File: config.mk
export PLATFORM = sky130hd
export DESIGN_NAME = apb_i2c_fifo_flat
export DESIGN_NICKNAME = d
export VERILOG_FILES = /design/src/rtl/apb_i2c_fifo_if.sv /design/src/rtl/apb_i2c_fifo.sv /design/src/flat_wrapper.sv
export SDC_FILE = /design/constraint.sdc
export NUM_CORES = 1
export LEC_CHECK = 0
export ABC_AREA = 0
export BUFFER_PORTS_ARGS = -buffer_cell sky130_fd_sc_hd__buf_4
export CORE_MARGIN = 10
export CORE_UTILIZATION = 50
export CTS_BUF_LIST = sky130_fd_sc_hd__clkbuf_16
export CTS_CLUSTER_SIZE = 8
export DETAILED_ROUTE_END_ITERATION = 7
export GPL_ROUTABILITY_DRIVEN = 0
export PLACE_DENSITY = 0.66
export SLEW_MARGIN = 10
export SYNTH_ARGS = -nofsm -noshare
export SYNTH_HDL_FRONTEND = slang
export SYNTH_SLANG_ARGS = --single-unit
File: constraint.sdc
create_clock -name PCLK -period 4.4 [get_ports PCLK]
set_clock_uncertainty 0.15 [all_clocks]
set_input_delay 0.88 -clock PCLK [delete_from_list [all_inputs] [get_ports PCLK]]
set_output_delay 0.88 -clock PCLK [all_outputs]
set_load 0.01 [all_outputs]
File: src/rtl/apb_i2c_fifo_if.sv
// Word push/pop bus between a producer/consumer (APB bridge or I2C core) and apb_i2c_fifo.
// Latency: none, this is wiring only.
// Backpressure: none on the bus itself; the FIFO status outputs (FULL/EMPTY) tell the master when to stop.
interface apb_i2c_fifo_if #(
   parameter int DWIDTH = 32,
   parameter int AWIDTH = 4
);
   logic              WR_EN;
   logic [DWIDTH-1:0] WDATA;
   logic              RD_EN;
   logic              CLR_ERR;
   logic [DWIDTH-1:0] RDATA;
   logic              EMPTY;
   logic              FULL;
   logic              ALMOST_FULL;
   logic [AWIDTH:0]   COUNT;
   logic              OVERFLOW;
   logic              UNDERFLOW;

   // The side that pushes and pops words.
   modport master (
      output WR_EN, WDATA, RD_EN, CLR_ERR,
      input  RDATA, EMPTY, FULL, ALMOST_FULL, COUNT, OVERFLOW, UNDERFLOW
   );

   // The FIFO itself.
   modport slave (
      input  WR_EN, WDATA, RD_EN, CLR_ERR,
      output RDATA, EMPTY, FULL, ALMOST_FULL, COUNT, OVERFLOW, UNDERFLOW
   );
endinterface

File: src/rtl/apb_i2c_fifo.sv
// Synchronous word FIFO between the APB bridge and the I2C core, with sticky overflow/underflow flags.
// Latency: push -> EMPTY low 1 cycle; registered RDATA 1 cycle after RD_EN (APB_I2C_FIFO_FWFT_EN: head word shown combinationally).
// Backpressure: pushes while FULL (without a same-cycle pop) and pops while EMPTY are dropped and flagged, never stalled.
module apb_i2c_fifo #(
   parameter int DWIDTH   = 32,
   parameter int AWIDTH   = 4,
   parameter int AF_LEVEL = 12
) (
   input  logic           PCLK,
   input  logic           PRESET,
   apb_i2c_fifo_if.slave  fifo
);

   localparam int              DEPTH    = 1 << AWIDTH;
   localparam logic [AWIDTH:0] FULL_CNT = DEPTH[AWIDTH:0];
   localparam logic [AWIDTH:0] AF_CNT   = AF_LEVEL[AWIDTH:0];

   logic [DWIDTH-1:0] mem [DEPTH];
   logic [AWIDTH-1:0] wptr;
   logic [AWIDTH-1:0] rptr;
   logic [AWIDTH:0]   count_r;
   logic [AWIDTH:0]   count_nxt;
   logic              empty_r;
   logic              full_r;
   logic              af_r;
   logic              ovf_r;
   logic              udf_r;
   logic              wr_ok;
   logic              rd_ok;

   // A pop frees a slot in the same cycle, so a full FIFO still takes a push alongside a pop.
   assign rd_ok = fifo.RD_EN & ~empty_r;
   assign wr_ok = fifo.WR_EN & (~full_r | rd_ok);

   // Occupancy after this cycle; simultaneous push and pop cancel out.
   always_comb begin
      count_nxt = count_r;
      if (wr_ok && !rd_ok)
         count_nxt = count_r + 1'b1;
      else if (rd_ok && !wr_ok)
         count_nxt = count_r - 1'b1;
   end

   // Storage array: written on every accepted push, deliberately not reset.
   always_ff @(posedge PCLK) begin
      if (!PRESET && wr_ok)
         mem[wptr] <= fifo.WDATA;
   end

   // Pointers, occupancy and status flags; flags are derived from count_nxt so they line up with COUNT.
   always_ff @(posedge PCLK) begin
      if (PRESET) begin
         wptr    <= '0;
         rptr    <= '0;
         count_r <= '0;
         empty_r <= 1'b1;
         full_r  <= 1'b0;
         af_r    <= 1'b0;
      end else begin
         if (wr_ok)
            wptr <= wptr + 1'b1;
         if (rd_ok)
            rptr <= rptr + 1'b1;
         count_r <= count_nxt;
         empty_r <= (count_nxt == '0);
         full_r  <= (count_nxt == FULL_CNT);
         af_r    <= (count_nxt >= AF_CNT);
      end
   end

   // Sticky error flags: a new rejected access in the same cycle beats CLR_ERR.
   always_ff @(posedge PCLK) begin
      if (PRESET) begin
         ovf_r <= 1'b0;
         udf_r <= 1'b0;
      end else begin
         if (fifo.WR_EN && !wr_ok)
            ovf_r <= 1'b1;
         else if (fifo.CLR_ERR)
            ovf_r <= 1'b0;

         if (fifo.RD_EN && !rd_ok)
            udf_r <= 1'b1;
         else if (fifo.CLR_ERR)
            udf_r <= 1'b0;
      end
   end

`ifdef APB_I2C_FIFO_FWFT_EN
   // Head word is presented as soon as it exists; RD_EN only acknowledges it.
   assign fifo.RDATA = empty_r ? '0 : mem[rptr];
`else
   logic [DWIDTH-1:0] rdata_r;

   // Registered read: the popped word appears the cycle after the accepted RD_EN and then holds.
   always_ff @(posedge PCLK) begin
      if (PRESET)
         rdata_r <= '0;
      else if (rd_ok)
         rdata_r <= mem[rptr];
   end

   assign fifo.RDATA = rdata_r;
`endif

   assign fifo.COUNT       = count_r;
   assign fifo.EMPTY       = empty_r;
   assign fifo.FULL        = full_r;
   assign fifo.ALMOST_FULL = af_r;
   assign fifo.OVERFLOW    = ovf_r;
   assign fifo.UNDERFLOW   = udf_r;

endmodule

File: src/flat_wrapper.sv
// flat-port wrapper written by rule: the top's interface ports become plain ports
module apb_i2c_fifo_flat 
#(
   parameter int DWIDTH   = 32,
   parameter int AWIDTH   = 4,
   parameter int AF_LEVEL = 12
)
  (PCLK, PRESET, fifo_WR_EN, fifo_WDATA, fifo_RD_EN, fifo_CLR_ERR, fifo_RDATA, fifo_EMPTY, fifo_FULL, fifo_ALMOST_FULL, fifo_COUNT, fifo_OVERFLOW, fifo_UNDERFLOW);
  apb_i2c_fifo_if #(.DWIDTH(DWIDTH), .AWIDTH(AWIDTH)) fifo_i ();
  input  logic PCLK;
  input  logic PRESET;
  input wire logic [$bits(fifo_i.WR_EN)-1:0] fifo_WR_EN;
  input wire logic [$bits(fifo_i.WDATA)-1:0] fifo_WDATA;
  input wire logic [$bits(fifo_i.RD_EN)-1:0] fifo_RD_EN;
  input wire logic [$bits(fifo_i.CLR_ERR)-1:0] fifo_CLR_ERR;
  output wire logic [$bits(fifo_i.RDATA)-1:0] fifo_RDATA;
  output wire logic [$bits(fifo_i.EMPTY)-1:0] fifo_EMPTY;
  output wire logic [$bits(fifo_i.FULL)-1:0] fifo_FULL;
  output wire logic [$bits(fifo_i.ALMOST_FULL)-1:0] fifo_ALMOST_FULL;
  output wire logic [$bits(fifo_i.COUNT)-1:0] fifo_COUNT;
  output wire logic [$bits(fifo_i.OVERFLOW)-1:0] fifo_OVERFLOW;
  output wire logic [$bits(fifo_i.UNDERFLOW)-1:0] fifo_UNDERFLOW;
  assign fifo_i.WR_EN = fifo_WR_EN;
  assign fifo_i.WDATA = fifo_WDATA;
  assign fifo_i.RD_EN = fifo_RD_EN;
  assign fifo_i.CLR_ERR = fifo_CLR_ERR;
  assign fifo_RDATA = fifo_i.RDATA;
  assign fifo_EMPTY = fifo_i.EMPTY;
  assign fifo_FULL = fifo_i.FULL;
  assign fifo_ALMOST_FULL = fifo_i.ALMOST_FULL;
  assign fifo_COUNT = fifo_i.COUNT;
  assign fifo_OVERFLOW = fifo_i.OVERFLOW;
  assign fifo_UNDERFLOW = fifo_i.UNDERFLOW;
  apb_i2c_fifo #(.DWIDTH(DWIDTH), .AWIDTH(AWIDTH), .AF_LEVEL(AF_LEVEL)) u_core (.PCLK(PCLK), .PRESET(PRESET), .fifo(fifo_i));
endmodule
## Word level (Yosys, flattened, before mapping)

Memories as Yosys holds them, arrays and structs flattened. A register that Yosys moved wholly into a read port is not among the register bits.
Cells that the tools add are included.

| word-level totals | value |
|---|---|
| register bits after elaboration | 18 |
| bits in latches | 0 |
| memory bits (writable) | 512 |
| bits in read-only memories | 0 |
| bits of input ports | 37 |
| output and inout port bits | 42 |
| memories | 1 |

| cells by class | value |
|---|---|
| add/subtract/negate cells | 4 |
| $mul | 0 |
| div/mod/pow operators | 0 |
| magnitude comparators | 1 |
| equality and inequality tests | 1 |
| shift-type cells | 0 |
| multiplexer cells | 7 |
| bitwise logic cells | 5 |
| reduce and logical (&&, ||, !) cells | 11 |

Memory list:

| memory | words | bits a word | rd ports | clocked after memory_dff | wr ports | line | text |
|---|---|---|---|---|---|---|---|
| u_core.mem | 16 | 32 | 1 | 1 | 1 | apb_i2c_fifo.sv:18 | `logic [DWIDTH-1:0] mem [DEPTH];` |

Operator list:

| operator | count |
|---|---|
| 5-bit two-way mux | 2 |
| 4-bit by 1-bit adder with 4-bit output, second input constant | 2 |
| 5-bit by 1-bit adder with 5-bit output, second input constant | 1 |
| 5-bit equality test, second input constant | 1 |
| 5-bit by 4-bit >= comparator with 1-bit output, second input constant | 1 |
| 1-bit logical AND | 5 |
| 5-bit logical NOT | 1 |
| 1-bit two-way mux | 5 |
| 5-bit by 1-bit subtractor with 5-bit output, second input constant | 1 |
| 2-bit nonzero test | 2 |
| 1-bit logical NOT | 3 |
| 1-bit bitwise AND | 2 |
| 1-bit NOT | 2 |
| 1-bit OR | 1 |

## Depth between registers and ports, before layout

| depth | value |
|---|---|
| word-level depth | 9 |
| mapped depth | 7 |

## Worst setup path after synthesis

OpenSTA, ideal clock, no wires.

| timing | value |
|---|---|
| path type | input to register |
| start point | input port fifo_RD_EN |
| end point | memory u_core.mem[15][0] (enable) |
| library setup time | 0.421 ns |
| arrival | 2.842 ns |
| required time | 3.829 ns |
| path slack | 0.986 ns |
| stages | 4 |
| path buffers | 0 |
| cells stage by stage | nand2b_1 > a21boi_2 > nand2_1 > nor2_1 |

| between the ends | value |
|---|---|
| cells in the longest elaborated chain, start to end | 6 |

Ends and longest elaborated chain:

| item | line | text |
|---|---|---|
| start: declaration | flat_wrapper.sv:14 | `input wire logic [$bits(fifo_i.RD_EN)-1:0] fifo_RD_EN;` |
| 1-bit bitwise AND | apb_i2c_fifo.sv:32 | `assign rd_ok = fifo.RD_EN & ~empty_r;` |
| 1-bit OR | apb_i2c_fifo.sv:33 | `assign wr_ok = fifo.WR_EN & (~full_r \| rd_ok);` |
| 1-bit bitwise AND | apb_i2c_fifo.sv:33 |  |
| 1-bit logical AND | apb_i2c_fifo.sv:46 | `if (!PRESET && wr_ok)` |
| 1-bit two-way mux | apb_i2c_fifo.sv:46 |  |
| 1-bit two-way mux (implied by the code) | apb_i2c_fifo.sv:47 | `mem[wptr] <= fifo.WDATA;` |
| end: declaration | apb_i2c_fifo.sv:18 |  |

Every way passes these cells.

## Worst setup path after layout

| timing | value |
|---|---|
| start point | register u_core.empty_r, in the netlist u_core.fifo.EMPTY |
| end point | memory u_core.mem[15][22] (enable) |

| between the ends | value |
|---|---|
| cells in the longest elaborated chain, start to end | 7 |

Ends and longest elaborated chain:

| item | line | text |
|---|---|---|
| start: declaration | apb_i2c_fifo.sv:23 | `logic empty_r;` |
| start signal: assignment | apb_i2c_fifo.sv:65 | `empty_r <= (count_nxt == '0);` |
| 1-bit NOT | apb_i2c_fifo.sv:32 |  |
| 1-bit bitwise AND | apb_i2c_fifo.sv:32 |  |
| 1-bit OR | apb_i2c_fifo.sv:33 |  |
| 1-bit bitwise AND | apb_i2c_fifo.sv:33 |  |
| 1-bit logical AND | apb_i2c_fifo.sv:46 |  |
| 1-bit two-way mux | apb_i2c_fifo.sv:46 |  |
| 1-bit two-way mux (implied by the code) | apb_i2c_fifo.sv:47 |  |

Every way passes these cells.

==> results.sh <==
export IMPL_yosys_area_share_simple=0.02047
export IMPL_global_route_overflow_total=0
export IMPL_avgSynthCellArea_sq_um=21.76
export IMPL_syn_nets=1019
export IMPL_hold_buffers=0
export IMPL_vias_per_cell=5.753
export IMPL_crit_path_start_kind="flip-flop"
export IMPL_drive_above_1_share=0.2965
export IMPL_track_usage=0.1754
export IMPL_drtIter0Drc=874
export IMPL_core_region_area_sq_um=41950
export IMPL_rows=75
export IMPL_setup_viol=0
export IMPL_busiest_layer="met2"
export IMPL_antenna_found_initial=0
export IMPL_leakagePower_uw=0.008109
export IMPL_placed_cell_area_sq_um=22710
export IMPL_clockBufferDepth=3
export IMPL_totalWireLength_mm=43.62
export IMPL_synth_adder_area_share=0.004129
export IMPL_dieHeight_um=226.0
export IMPL_switching_share=0.2229
export IMPL_cts_htree_levels=3
export IMPL_dr_pass1_iters=4
export IMPL_drv_slew=0
export IMPL_clkPwrFrac=0.435
export IMPL_grt_max_degree=60
export IMPL_cp_required_ns=4.52
export IMPL_synthFlopType="edfxtp_1"
export IMPL_met2_usage=0.2827
export IMPL_max_slew_margin=0.3391
export IMPL_cts_sinks=562
export IMPL_ys_seq_area_frac=0.7720
export IMPL_p_comb_frac=0.085
export IMPL_hp_class="flip-flop to flip-flop"
export IMPL_fin_area_sq_um=25050
export IMPL_fin_crit_sh=0.6494
export IMPL_yosysUniqueCellTypes=39
export IMPL_antenna_left=0
export IMPL_synth_compound_area_frac=0.01870
export IMPL_synth_cells=975
export IMPL_async_flop_share=0
export IMPL_ir_drop_mv=0.3868
export IMPL_netSwitchingPower_uw=2808
export IMPL_worstMarginPinSlew_ns=0.9914
export IMPL_numCtsBuffers=80
export IMPL_use_met1=0.2390
export IMPL_diodes=0
export IMPL_avgRoutedWirePerCell_um=25.32
export IMPL_grtUsageMet3=0.03074
export IMPL_route_detailed_drc=0
export IMPL_max_cap_viol_count=0
export IMPL_clock_fmax_mhz=350.0
export IMPL_cts_setup_buffers=0
export IMPL_synth_area_mux_share=0.1661
export IMPL_dp_hpwl_mm=24.81
export IMPL_die_area_sq_um=51060
export IMPL_clk_transition_reported_paths_ns=0.05
export IMPL_critPathCaptureType="flip-flop"
export IMPL_synthesis_area_sq_um=21210
export IMPL_ys_ff_latch=562
export IMPL_arrival_ns=2.98
export IMPL_power_frac_seq=0.480
export IMPL_cts_tree="built"
export IMPL_fin_tns_setup_ns=0
export IMPL_port_buffers=78
export IMPL_synth_edf_count=512
export IMPL_synthXorXnorAreaFrac=0.003716
export IMPL_ios=79
export IMPL_path_max_fanout=19
export IMPL_die_x_um=226.0
export IMPL_min_period_ns=2.857
export IMPL_post_cts_resized=0
export IMPL_path_class="flip-flop to flip-flop"
export IMPL_status="completed"
export IMPL_power_density_nw_per_um2=503.1
export IMPL_grt_pass1_wl_mm=66.33
export IMPL_root_buffer="clkbuf_16"
export IMPL_yosys_warnings=0
export IMPL_start_util=0.5057
export IMPL_num_nets_final=1162
export IMPL_p_int_uw=9793
export IMPL_hold_violations=0
export IMPL_total_power_uw=12600
export IMPL_grt_pass1_vias=10550
export IMPL_clk_latency_ns=0.59
export IMPL_rsz0062_at_grt="no"
export IMPL_synthToLayoutAreaGrowth_pct=18.08
export IMPL_synth_top_family_by_area="multiplexers"
export IMPL_num_vias=9912
flip-flops by register name (all words and copies together), names as in the netlist:
register / count
u_core.fifo.ALMOST_FULL: 1
u_core.rptr: 4
u_core.fifo.UNDERFLOW: 1
u_core.fifo.RDATA: 32
u_core.wptr: 4
u_core.fifo.COUNT: 5
u_core.fifo.FULL: 1
u_core.fifo.OVERFLOW: 1
u_core.fifo.EMPTY: 1
u_core.mem: 512
power by group through the flow:
stage | combinational [uW] | sequential [uW] | clock [uW]
3_3_place_gp | 1080 | 6150 | 0
5_1_grt | 1170 | 6070 | 5830
4_1_cts | 1100 | 6060 | 5590
2_1_floorplan | 763 | 6110 | 0
3_5_place_dp | 1090 | 6160 | 0
6_report | 1070 | 6050 | 5480
layer usage:
metal | up-vias | wire length (um)
li1 | 4374 | -
met1 | 5257 | 19070
met2 | 216 | 21860
met3 | 65 | 1809
met4 | 0 | 878
met5 | - | 0
logic make-up after synthesis:
| kind of cell | Yosys count |
|---|---|
| AO/OA/AOI/OAI | 48 |
| adder cells (fa/ha/maj) | 7 |
| buffers and inverters | 57 |
| XOR/XNOR | 9 |
| AND/OR/NAND/NOR | 100 |
| flip-flops | 562 |
| multiplexers | 192 |
layout make-up:
cell class              count  area, sq um
fillers                  2923        16900
multi-input cells         356         4654
clock buffers              81         2027
well taps                 539        674.4
repair buffers            111        970.9
inverters                   7        26.28
flip-flops and latches    562        16390
clock inverters            67        307.8
Yosys cell counts, types with 2 or more instances:
library cell | instances | area (sq um)
nand4_1 | 2 | 12.51
nor3_1 | 4 | 20.02
inv_1 | 6 | 22.52
xor2_1 | 5 | 43.79
nand2_1 | 41 | 153.9
mux2i_1 | 64 | 640.6
mux4_2 | 128 | 2883
a211oi_1 | 2 | 15.01
buf_2 | 16 | 80.08
nand3_1 | 6 | 30.03
buf_6 | 11 | 123.9
nand2b_1 | 2 | 12.51
buf_1 | 2 | 7.510
o31ai_1 | 2 | 15.01
o21ai_0 | 2 | 10.01
nor2_1 | 34 | 127.6
clkbuf_1 | 21 | 78.83
o221ai_1 | 32 | 280.3
xnor2_1 | 4 | 35.03
or3_1 | 4 | 25.02
dfxtp_1 | 50 | 1001
ha_1 | 7 | 87.58
a21oi_1 | 3 | 15.01
edfxtp_1 | 512 | 15370
worst paths after layout:
check	from	to	slack (ns)	depth (start not counted)
max	u_core.fifo.EMPTY	u_core.mem[15][22]	1.54	5
min	u_core.fifo.RDATA[4]	u_core.fifo.RDATA[4]	0.31	2
max reg2reg	u_core.fifo.EMPTY	u_core.mem[15][22]	1.54	5
min reg2reg	u_core.fifo.RDATA[4]	u_core.fifo.RDATA[4]	0.31	2
worst max-delay path, stage by stage (launching register included):
cell,delay [ns]
dfxtp_1,0.36
nand2b_1,0.25
a21boi_2,0.38
nand2_1,0.35
nor2_4,0.72
buf_4,0.33
cell usage in the layout (no fill, tap or decap), types with 3 or more instances in the layout:
cell	Yosys	layout
mux2i_1	64	64
o221ai_1	32	32
nor3_1	4	4
inv_1	6	65
xor2_1	5	5
nor2_1	34	17
nand2_1	41	41
mux4_2	128	128
or3_1	4	3
edfxtp_1	512	512
clkbuf_16	0	81
xnor2_1	4	4
nand3_1	6	5
a21oi_1	3	3
ha_1	7	7
inv_6	0	3
dfxtp_1	50	47
buf_4	0	100
dfxtp_4	0	3
buf_12	0	11
nor2_4	0	17
per-stage QoR:
stage | cells | worst slack [ns] | hold WS [ns] | util
2_1_floorplan | 975 | 0.9864 | 0.3437 | -
3_3_place_gp | 1575 | 1.029 | 0.2940 | 0.5415
3_5_place_dp | 1575 | 1.016 | 0.2976 | 0.5415
4_1_cts | 1723 | 1.514 | 0.3141 | 0.5971
5_1_grt | 1723 | 1.363 | 0.3302 | 0.5971
6_report | 1723 | 1.543 | 0.3091 | 0.5971
Power figures use the tool's default switching activity.
